`src/rtl/lcd_pkg.sv`:
```
// lcd_pkg: shared definitions for the HD44780 character-LCD controller.
//   - lcd_state_e : controller FSM states (PWRUP exists only with LCD_INIT_EN)
//   - bit positions of the io_lcd command word
//   - command codes that need the long execution wait
//   - power-on initialisation command list
//   - small helpers used for counter sizing and wait selection
// Optional feature macro: LCD_INIT_EN (power-on init sequence).
package lcd_pkg;

`ifdef LCD_INIT_EN
  typedef enum logic [2:0] {
    ST_IDLE, ST_SETUP, ST_PULSE, ST_HOLD, ST_WAIT, ST_PWRUP
  } lcd_state_e;
`else
  typedef enum logic [2:0] {
    ST_IDLE, ST_SETUP, ST_PULSE, ST_HOLD, ST_WAIT
  } lcd_state_e;
`endif

  // io_lcd command word layout
  localparam int ON_BIT   = 31;
  localparam int TGL_BIT  = 30;
  localparam int RS_BIT   = 8;
  localparam int DATA_MSB = 7;
  localparam int DATA_LSB = 0;

  localparam logic [7:0] CMD_CLEAR = 8'h01;
  localparam logic [7:0] CMD_HOME  = 8'h02;

  // Function set 8-bit/2-line, display on, clear, entry mode increment
  localparam int         INIT_LEN = 4;
  localparam logic [7:0] INIT_CMDS [INIT_LEN] = '{8'h38, 8'h0C, 8'h01, 8'h06};

  function automatic int max_int(input int a, input int b);
    return (a > b) ? a : b;
  endfunction

  // Clear (0x01) and Home (0x02/0x03; bit 0 is don't-care) need the long wait
  function automatic logic is_long_cmd(input logic rs, input logic [7:0] d);
    return !rs && ((d == CMD_CLEAR) || (d[7:1] == CMD_HOME[7:1]));
  endfunction

endpackage

```
`src/rtl/lcd_ctrl_if.sv`:
```
// lcd_ctrl_if: HD44780 parallel pin bus (DB[7:0], RS, RW, EN).
//   master : the controller driving the pins
//   slave  : the LCD module (or a bench monitor) observing them
interface lcd_ctrl_if;
  logic [7:0] lcd_data_o;
  logic       lcd_rs_o;
  logic       lcd_rw_o;
  logic       lcd_en_o;

  modport master (output lcd_data_o, lcd_rs_o, lcd_rw_o, lcd_en_o);
  modport slave  (input  lcd_data_o, lcd_rs_o, lcd_rw_o, lcd_en_o);
endinterface

```
`src/rtl/lcd_delay_cnt.sv`:
```
// lcd_delay_cnt: loadable down-counter shared by every timed FSM state.
//   clk_i, rst_ni : clock, async active-low reset (counter -> RST_VAL)
//   load_i        : load load_val_i this cycle (takes priority)
//   load_val_i    : N-1 for an N-cycle state
//   zero_o        : count has reached zero (state may exit on this edge)
// Counts down and saturates at zero.
module lcd_delay_cnt #(
  parameter int           W       = 8,
  parameter logic [W-1:0] RST_VAL = '0
) (
  input  logic         clk_i,
  input  logic         rst_ni,
  input  logic         load_i,
  input  logic [W-1:0] load_val_i,
  output logic         zero_o
);

  logic [W-1:0] cnt_q;

  always_ff @(posedge clk_i or negedge rst_ni) begin
    if (!rst_ni) begin
      cnt_q <= RST_VAL;
    end else if (load_i) begin
      cnt_q <= load_val_i;
    end else if (cnt_q != '0) begin
      cnt_q <= cnt_q - 1'b1;
    end
  end

  assign zero_o = (cnt_q == '0);

endmodule

```
`src/rtl/lcd_ctrl.sv`:
```
// lcd_ctrl: HD44780 bus controller driven by the memory-mapped io_lcd word.
//   clk_i, rst_ni : clock, async active-low reset
//   lcd_cmd_i     : io_lcd value ([31] power, [30] toggle, [8] RS, [7:0] byte)
//   lcd           : LCD pin bus (DB/RS/RW/EN), master side
//   lcd_on_o      : registered copy of lcd_cmd_i[31]
//   busy_o        : request accepted and not yet finished its execution wait
//   dbg_state_o   : current FSM state
// Optional feature macro: LCD_INIT_EN adds a power-up delay followed by a
// fixed init command sequence before user requests are served.
//
// Request handshake: a request is "valid" while lcd_cmd_i[30] differs from
// the last accepted toggle; the controller is "ready" only in IDLE. Acceptance
// happens on the edge where both hold, captures RS/DATA from that same cycle
// and raises busy_o. A toggle that flips while busy stays pending until the
// next IDLE cycle; flipping it twice while busy cancels the request.
module lcd_ctrl
  import lcd_pkg::*;
#(
  parameter int SETUP_CYC   = 2,
  parameter int EN_CYC      = 25,
  parameter int HOLD_CYC    = 2,
  parameter int EXEC_CYC    = 2000,
  parameter int CLEAR_CYC   = 82000,
  parameter int POWERUP_CYC = 750000
) (
  input  logic              clk_i,
  input  logic              rst_ni,
  input  logic [31:0]       lcd_cmd_i,
  lcd_ctrl_if.master        lcd,
  output logic              lcd_on_o,
  output logic              busy_o,
  output lcd_state_e        dbg_state_o
);

  localparam int XFER_MAX = max_int(max_int(max_int(SETUP_CYC, EN_CYC),
                                            max_int(HOLD_CYC, EXEC_CYC)), CLEAR_CYC);
`ifdef LCD_INIT_EN
  localparam int CNT_MAX = max_int(XFER_MAX, POWERUP_CYC);
`else
  localparam int CNT_MAX = XFER_MAX;
`endif
  localparam int CW = $clog2(CNT_MAX) + 1;

  localparam logic [CW-1:0] SETUP_LD = CW'(SETUP_CYC - 1);
  localparam logic [CW-1:0] EN_LD    = CW'(EN_CYC - 1);
  localparam logic [CW-1:0] HOLD_LD  = CW'(HOLD_CYC - 1);
  localparam logic [CW-1:0] EXEC_LD  = CW'(EXEC_CYC - 1);
  localparam logic [CW-1:0] CLEAR_LD = CW'(CLEAR_CYC - 1);

`ifdef LCD_INIT_EN
  // The power-up wait starts straight out of reset, so the counter resets
  // to its load value instead of needing a separate load cycle.
  localparam logic [CW-1:0] CNT_RST   = CW'(POWERUP_CYC - 1);
  localparam lcd_state_e    RST_STATE = ST_PWRUP;
  localparam logic          RST_BUSY  = 1'b1;
`else
  localparam logic [CW-1:0] CNT_RST   = '0;
  localparam lcd_state_e    RST_STATE = ST_IDLE;
  localparam logic          RST_BUSY  = 1'b0;
`endif

  lcd_state_e    state_q, state_d;
  logic          cnt_load, cnt_zero;
  logic [CW-1:0] cnt_val;
  logic          accept, latch, new_rs;
  logic [7:0]    new_data;
  logic          tgl_seen_q, rs_q, long_q, en_q, busy_q, on_q;
  logic [7:0]    data_q;

`ifdef LCD_INIT_EN
  logic       init_q, init_done;
  logic [1:0] idx_q, idx_d;
`endif

  lcd_delay_cnt #(.W(CW), .RST_VAL(CNT_RST)) u_cnt (
    .clk_i      (clk_i),
    .rst_ni     (rst_ni),
    .load_i     (cnt_load),
    .load_val_i (cnt_val),
    .zero_o     (cnt_zero)
  );

  always_comb begin
    state_d  = state_q;
    cnt_load = 1'b0;
    cnt_val  = '0;
    accept   = 1'b0;
    latch    = 1'b0;
    new_rs   = 1'b0;
    new_data = 8'h00;
`ifdef LCD_INIT_EN
    idx_d     = idx_q;
    init_done = 1'b0;
`endif
    case (state_q)
      ST_IDLE: begin
        if (lcd_cmd_i[TGL_BIT] != tgl_seen_q) begin
          state_d  = ST_SETUP;
          cnt_load = 1'b1;
          cnt_val  = SETUP_LD;
          accept   = 1'b1;
          latch    = 1'b1;
          new_rs   = lcd_cmd_i[RS_BIT];
          new_data = lcd_cmd_i[DATA_MSB:DATA_LSB];
        end
      end
      ST_SETUP: if (cnt_zero) begin
        state_d  = ST_PULSE;
        cnt_load = 1'b1;
        cnt_val  = EN_LD;
      end
      ST_PULSE: if (cnt_zero) begin
        state_d  = ST_HOLD;
        cnt_load = 1'b1;
        cnt_val  = HOLD_LD;
      end
      ST_HOLD: if (cnt_zero) begin
        state_d  = ST_WAIT;
        cnt_load = 1'b1;
        cnt_val  = long_q ? CLEAR_LD : EXEC_LD;
      end
      ST_WAIT: if (cnt_zero) begin
`ifdef LCD_INIT_EN
        if (init_q && (idx_q != 2'(INIT_LEN - 1))) begin
          state_d  = ST_SETUP;
          cnt_load = 1'b1;
          cnt_val  = SETUP_LD;
          idx_d    = idx_q + 2'd1;
          latch    = 1'b1;
          new_data = INIT_CMDS[idx_d];
        end else begin
          state_d   = ST_IDLE;
          init_done = init_q;
        end
`else
        state_d = ST_IDLE;
`endif
      end
`ifdef LCD_INIT_EN
      ST_PWRUP: if (cnt_zero) begin
        state_d  = ST_SETUP;
        cnt_load = 1'b1;
        cnt_val  = SETUP_LD;
        latch    = 1'b1;
        new_data = INIT_CMDS[0];
      end
`endif
      default: state_d = ST_IDLE;
    endcase
  end

  // EN and busy are registered from the next state so the pins are
  // glitch-free and change exactly on the state-transition edge.
  always_ff @(posedge clk_i or negedge rst_ni) begin
    if (!rst_ni) begin
      state_q    <= RST_STATE;
      tgl_seen_q <= 1'b0;
      rs_q       <= 1'b0;
      data_q     <= 8'h00;
      long_q     <= 1'b0;
      en_q       <= 1'b0;
      busy_q     <= RST_BUSY;
      on_q       <= 1'b0;
    end else begin
      state_q <= state_d;
      en_q    <= (state_d == ST_PULSE);
      busy_q  <= (state_d != ST_IDLE);
      on_q    <= lcd_cmd_i[ON_BIT];
      if (accept) tgl_seen_q <= lcd_cmd_i[TGL_BIT];
      if (latch) begin
        rs_q   <= new_rs;
        data_q <= new_data;
        long_q <= is_long_cmd(new_rs, new_data);
      end
    end
  end

`ifdef LCD_INIT_EN
  always_ff @(posedge clk_i or negedge rst_ni) begin
    if (!rst_ni) begin
      init_q <= 1'b1;
      idx_q  <= 2'd0;
    end else begin
      idx_q <= idx_d;
      if (init_done) init_q <= 1'b0;
    end
  end

  logic unused_ok;
  assign unused_ok = ^lcd_cmd_i[29:9];
`else
  logic unused_ok;
  assign unused_ok = ^{lcd_cmd_i[29:9], POWERUP_CYC[0]};
`endif

  assign lcd.lcd_data_o = data_q;
  assign lcd.lcd_rs_o   = rs_q;
  assign lcd.lcd_rw_o   = 1'b0;
  assign lcd.lcd_en_o   = en_q;
  assign lcd_on_o       = on_q;
  assign busy_o         = busy_q;
  assign dbg_state_o    = state_q;

endmodule

```
`src/flat_wrapper.sv`:
```
// flat-port wrapper written by rule: the top's interface ports become plain ports
module lcd_ctrl_flat import lcd_pkg::*;
#(
  parameter int SETUP_CYC   = 2,
  parameter int EN_CYC      = 25,
  parameter int HOLD_CYC    = 2,
  parameter int EXEC_CYC    = 2000,
  parameter int CLEAR_CYC   = 82000,
  parameter int POWERUP_CYC = 750000
)
  (clk_i, rst_ni, lcd_cmd_i, lcd_on_o, busy_o, dbg_state_o, lcd_lcd_data_o, lcd_lcd_rs_o, lcd_lcd_rw_o, lcd_lcd_en_o);
  lcd_ctrl_if lcd_i ();
  input  logic clk_i;
  input  logic rst_ni;
  input  logic [31:0] lcd_cmd_i;
  output logic lcd_on_o;
  output logic busy_o;
  output lcd_state_e dbg_state_o;
  output wire logic [$bits(lcd_i.lcd_data_o)-1:0] lcd_lcd_data_o;
  output wire logic [$bits(lcd_i.lcd_rs_o)-1:0] lcd_lcd_rs_o;
  output wire logic [$bits(lcd_i.lcd_rw_o)-1:0] lcd_lcd_rw_o;
  output wire logic [$bits(lcd_i.lcd_en_o)-1:0] lcd_lcd_en_o;
  assign lcd_lcd_data_o = lcd_i.lcd_data_o;
  assign lcd_lcd_rs_o = lcd_i.lcd_rs_o;
  assign lcd_lcd_rw_o = lcd_i.lcd_rw_o;
  assign lcd_lcd_en_o = lcd_i.lcd_en_o;
  lcd_ctrl #(.SETUP_CYC(SETUP_CYC), .EN_CYC(EN_CYC), .HOLD_CYC(HOLD_CYC), .EXEC_CYC(EXEC_CYC), .CLEAR_CYC(CLEAR_CYC), .POWERUP_CYC(POWERUP_CYC)) u_core (.clk_i(clk_i), .rst_ni(rst_ni), .lcd_cmd_i(lcd_cmd_i), .lcd(lcd_i), .lcd_on_o(lcd_on_o), .busy_o(busy_o), .dbg_state_o(dbg_state_o));
endmodule
```
`config.mk`:
```
export PLATFORM = sky130hd
export DESIGN_NAME = lcd_ctrl_flat
export DESIGN_NICKNAME = d
export VERILOG_FILES = /design/src/rtl/lcd_pkg.sv /design/src/rtl/lcd_ctrl_if.sv /design/src/rtl/lcd_delay_cnt.sv /design/src/rtl/lcd_ctrl.sv /design/src/flat_wrapper.sv
export SDC_FILE = /design/constraint.sdc
export NUM_CORES = 1
export LEC_CHECK = 0
export BUFFER_PORTS_ARGS = -buffer_cell sky130_fd_sc_hd__buf_2
export CAP_MARGIN = 10
export CORE_MARGIN = 3
export CORE_UTILIZATION = 56
export CTS_CLUSTER_DIAMETER = 30
export DETAILED_ROUTE_END_ITERATION = 6
export GPL_TIMING_DRIVEN = 0
export HOLD_SLACK_MARGIN = 0.03
export PLACE_DENSITY = 0.82
export SLEW_MARGIN = 20
export SYNTH_ARGS = -nofsm -noshare
export SYNTH_HDL_FRONTEND = slang
export SYNTH_HIERARCHICAL = 1
export SYNTH_SLANG_ARGS = --single-unit
export TNS_END_PERCENT = 1
```
`constraint.sdc`:
```
create_clock -name clk_i -period 6.95 [get_ports clk_i]
set_input_delay 1.39 -clock clk_i [delete_from_list [all_inputs] [get_ports clk_i]]
set_output_delay 1.39 -clock clk_i [all_outputs]
set_load 0.02 [all_outputs]
```
# After elaboration in Yosys (flattened, before gate mapping)
# Index checks and enable logic that the tools add are counted.
# word_totals
register_bits,35
latchBits,0
mem_bits_rw,0
rom_bits,0
input_bits,34
out_inout_bits,16
memories,0
# classes
n_addsub,1
mul,0
div,0
n_lt_le_gt_ge,0
n_eq_ne,8
shift,0
muxes,22
bitwise_logic,0
n_reduce_logical,9
# op_table
op,n
$pmux W18 S4,1
$mux W18,3
$logic_not A18 Y1,1
$reduce_bool A18 Y1,1
$sub A18 B1 Y18 const B,1
$mux W17,1
$mux W8,2
$mux W3,5
$pmux W3 S5,1
$eq A3 B2 Y1 const B,3
$eq A8 B1 Y1 const B,1
$eq A7 B1 Y1 const B,1
$mux W1,7
$mux W5,1
$eq A3 B1 Y1 const B,1
$eq A3 B3 Y1 const B,1
$logic_not A3 Y1,1
$reduce_bool A3 Y1,1
$reduce_or A3 Y1,1
$pmux W1 S2,1
$reduce_bool A2 Y1,1
$logic_and A1 B1 Y1,1
$logic_not A1 Y1,1
$logic_or A1 B1 Y1,1
$ne A1 B1 Y1,1

# Logic depth before layout (Yosys ltp)
# depth
word_depth,6
ltp_mapped,12
ltp_nobuf,11

# Cells and area by module
# Netlist, hierarchy kept.
# modules_own_cells
module,n_inst,cells_per_inst,area_each_um2,seq_area_each_um2
lcd_delay_cnt,1,127,1141.1,450.4
lcd_ctrl,1,65,777.0,425.4

# Worst setup path before layout
# No wires, ideal clock.
# synth_path
path_type,input -> register
start,in lcd_cmd_i[30]
end,reg u_core.u_cnt.cnt_q[8]
setup_time_ps,79
t_arrival_ps,2863
slack_ps,4008
path_stages,9
path_buffers,4
cell_sequence,xor2_2 nand2_2 buf_6 nand3_1 clkbuf_1 clkbuf_1 clkbuf_1 a21oi_1 a2bb2oi_1
# synth_via
elab_chain_len,4
word_cells_on_any_way,5
# synth_rtl
item,line,text
"start, declared",flat_wrapper.sv:15,input logic [31:0] lcd_cmd_i;
$ne A1 B1 Y1 *,lcd_ctrl.sv:97,if (lcd_cmd_i[TGL_BIT] != tgl_seen_q) begin
$mux W1 *,lcd_ctrl.sv:97,
$pmux W1 S2 *,lcd_ctrl.sv:95,case (state_q)
via u_core.cnt_load,lcd_ctrl.sv:63,"logic cnt_load, cnt_zero;"
$mux W18 / $reduce_bool A2 Y1 (equally long branches),n/a,
"end signal, assigned",lcd_delay_cnt.sv:24,cnt_q <= load_val_i;
"end signal, assigned",lcd_delay_cnt.sv:26,cnt_q <= cnt_q - 1'b1;
"end, declared",lcd_delay_cnt.sv:18,logic [W-1:0] cnt_q;
# Mark *: on every way through the listed nets, which the timed path passes. The rest lies on a longest branch.
# A chain may end at the register's enable or synchronous reset.

# Worst setup path in the final report
# layout_path
start,reg u_core.u_cnt.cnt_q[16]
end,reg u_core.u_cnt.cnt_q[8]
# layout_via
elab_chain_len,4
word_cells_on_any_way,8
# layout_rtl
item,line,text
$logic_not A18 Y1 *,lcd_delay_cnt.sv:30,assign zero_o = (cnt_q == '0);
via u_core.cnt_zero,lcd_ctrl.sv:63,
$mux W1 *,"lcd_ctrl.sv:107, lcd_ctrl.sv:112, lcd_ctrl.sv:117",
$pmux W1 S2 *,lcd_ctrl.sv:95,
via u_core.cnt_load,lcd_ctrl.sv:63,
$mux W18 / $reduce_bool A2 Y1 (equally long branches),n/a,
# Marked as above.

==> qor.csv <==
metric,value,unit
status,"complete, no violations",
VDD IR max,0.128,mV
initial antenna violation count,0,
crit path kind,flip-flop to flip-flop,
Multi-input gate area,977,um2
DRT antenna net count,0,
largest cells by area after synthesis,"dfrtp_1 (46%), mux2_4 (5.5%), o31ai_1 (4.7%)",
biggest area consumer among synthesized cells,dfrtp_1,
# port buffers,27,
Lkg Pwr,0.00101,uW
wire length per cell,14.5,um
Placer Congestion,0.846,
Initial DRC Count,94,
Rows,20,
total number of vias,1562,
share of Yosys cell area claimed by the top area cell type,45.7,%
sequential cell area,876,um2
initial core utilization,60.8,%
min Tclk post-route,3.76,ns
RSZ-0062 raised after global routing,false,
clk sinks,35,
power per standard cell area,156,nW/um2
Synth Area per Inst,9.99,um2
"Slew Viols, Final",0,
WHS,0.517,ns
first-pass GRT wire length,6.94,mm
NumNets Final,267,
Global Route Usage Sum,21.3,%
flip-flop and latch count after synthesis,35,
diodes inserted,0,
yosys warns,6,
Least-Margin Pin Slew,0.761,ns
grt ovf,0,
CTS buffer count,5,
worst-path maximum fanout,13,
"FFs w/ async S/R, synth",100,%
cell chain of the critical path,nor4_1 > nand4_1 > nor2_2 > nor2b_1 > nand2_1 > nand3_1 > clkbuf_1 > clkbuf_1 > clkbuf_1 > a21oi_1 > a2bb2oi_1,
mapped cell area,1920,um2
"count leader, synth",dfrtp_1,
worst hold path startpoint,u_core/lcd.lcd_data_o[1],
FMAX,266,MHz
Synth Flop Type,dfrtp_1,
CP Data Required Time,7.22,ns
Post-Route WL,4.03,mm
largest net degree at the start of global routing,36,
Slowest Stage Delay on Critical Path,0.55,ns
CTS tree,yes,
fillers,263,
RR Startpoint,u_core/u_cnt/cnt_q[16],
H-Tree Depth,2,
cells after synthesis,192,
PostCTS Resize Cnt,0,
DRC,0,
1st-pass router iterations,4,
fin crit share,54.1,%
crit path DAT,4.03,ns
Die Y,64.5,um
slowest CP cell,nor4_1,
CP most frequent cell,clkbuf_1,
reg-to-reg endpoint,u_core/u_cnt/cnt_q[8],
Root Driver,clkbuf_4,
Clock Latency Late Sink,0.34,ns
vias per inst,5.64,
final hold vios,0,
R2R depth,11,
worst min path class,flip-flop to flip-flop,
synthesis-to-finish area growth,13.7,%
Fin Setup TNS,0,ns
worst-case clock buffer depth,2,
HPWL Detailed,2.98,mm
Post-synth EDFFs,0,
post-synthesis sequential area ratio,45.7,%
R2R setup slack,3.19,ns
Total Die Area,4160,um2
Final Non-Filler Cells,277,
end point of the critical path,u_core/u_cnt/cnt_q[8],
Setup Skew,0.0131,ns
Critical Path Start,u_core/u_cnt/cnt_q[16],
Die X,64.5,um
nature of the critical path endpoint,flip-flop,
CTS Hold Bufs,0,
Final setup viols,0,
core area,3150,um2
layout cells sized above 1,23.6,%
vias in the first global route,1527,
clk slew on worst S/H paths,0.11,ns
Commonest cells post-synth,"dfrtp_1 (35), nand2_1 (21), nor2_1 (13)",
Placed Cells,269,
Yosys cell types,48,
Post-CTS Setup Bufs,0,
# IOs,50,
Startpoint Class,flip-flop,
max_slew headroom,49.3,%
Max-Cap Viols,0,
where the power goes:
group          internal (uW)  total [uW]  leakage, uW  switching [uW]
combinational           8.55        21.6     0.000541            13.1
clock                   39.4         106    0.0000293            66.9
sequential               208         212     0.000441            4.77
placed cells by master, fill, tap and decap left out, types with 7 or more instances in the layout:
cell and n:
clkbuf_1 7, nor3_1 8, o31ai_1 12, inv_1 11, nand2_1 21, nor2_1 13
dfrtp_1 35, mux2_4 7, buf_2 28, a21oi_1 9, conb_1 7
cell families after synthesis:
logic type	share of synthesized area [%]
xor+xnor	4.50
mux	8.28
simple gates	21.6
fa+ha+maj	0.652
compound gates	14.5
buf+inv	4.57
flops	45.7
other cells	0.196
registers in the layout, indices dropped and copies added, names as in the netlist:
| signal | flops |
|---|---|
| u_core/lcd.lcd_en_o | 1 |
| u_core/lcd.lcd_rs_o | 1 |
| u_core/tgl_seen_q | 1 |
| u_core/busy_o | 1 |
| u_core/lcd_on_o | 1 |
| u_core/u_cnt/cnt_q | 18 |
| u_core/dbg_state_o | 3 |
| u_core/long_q | 1 |
| u_core/lcd.lcd_data_o | 8 |
final cells by class:
| type | instances | area share (%) |
|---|---|---|
| plain buffers | 8 | 1.95 |
| clock buffers | 7 | 2.07 |
| clock inverters | 1 | 0.229 |
| inverters | 12 | 2.07 |
| multi-input cells | 143 | 44.8 |
| flip-flops and latches | 35 | 40.2 |
| well taps | 44 | 2.52 |
| repair buffers | 27 | 6.20 |
worst max-delay path, delay by kind of cell (launching register included):
| family | cells | cell delay, ns |
|---|---|---|
| and+or+nand+nor | 6 | 1.95 |
| buffers and inverters | 3 | 1.09 |
| DFF | 1 | 0.43 |
| AOI/OAI and AO/OA | 2 | 0.22 |
how the worst min path moves through the flow:
stage               cells past startpoint                  endpoint
finish                                  1  u_core/lcd.lcd_data_o[1]
global route                            1  u_core/lcd.lcd_data_o[1]
CTS                                     1  u_core/lcd.lcd_data_o[1]
detailed placement                      1  u_core/lcd.lcd_data_o[0]
global placement                        1  u_core/lcd.lcd_data_o[3]
floorplan                               2             u_core/long_q
layer usage:
metal | track usage, % | vias up | routed length [um]
met5 | 0 | - | 0
met3 | 5.37 | 10 | 202
li1 | - | 765 | -
met2 | 36.2 | 34 | 2030
met4 | 6.86 | 0 | 57
met1 | 26.5 | 753 | 1740
metrics by stage:
stage / utilization [%] / setup WS [ns] / total power [uW] / area [um2]
after global routing: 69.2 / 2.89 / 358 / 2180
after CTS: 69.2 / 3.21 / 342 / 2180
after global placement: 67.6 / 3.28 / 237 / 2130
after floorplan: - / 4.01 / 227 / 1940
after detailed placement: 67.6 / 3.27 / 238 / 2130
final: 69.2 / 3.19 / 340 / 2180
Note: power is estimated with default switching activity, not from simulation.
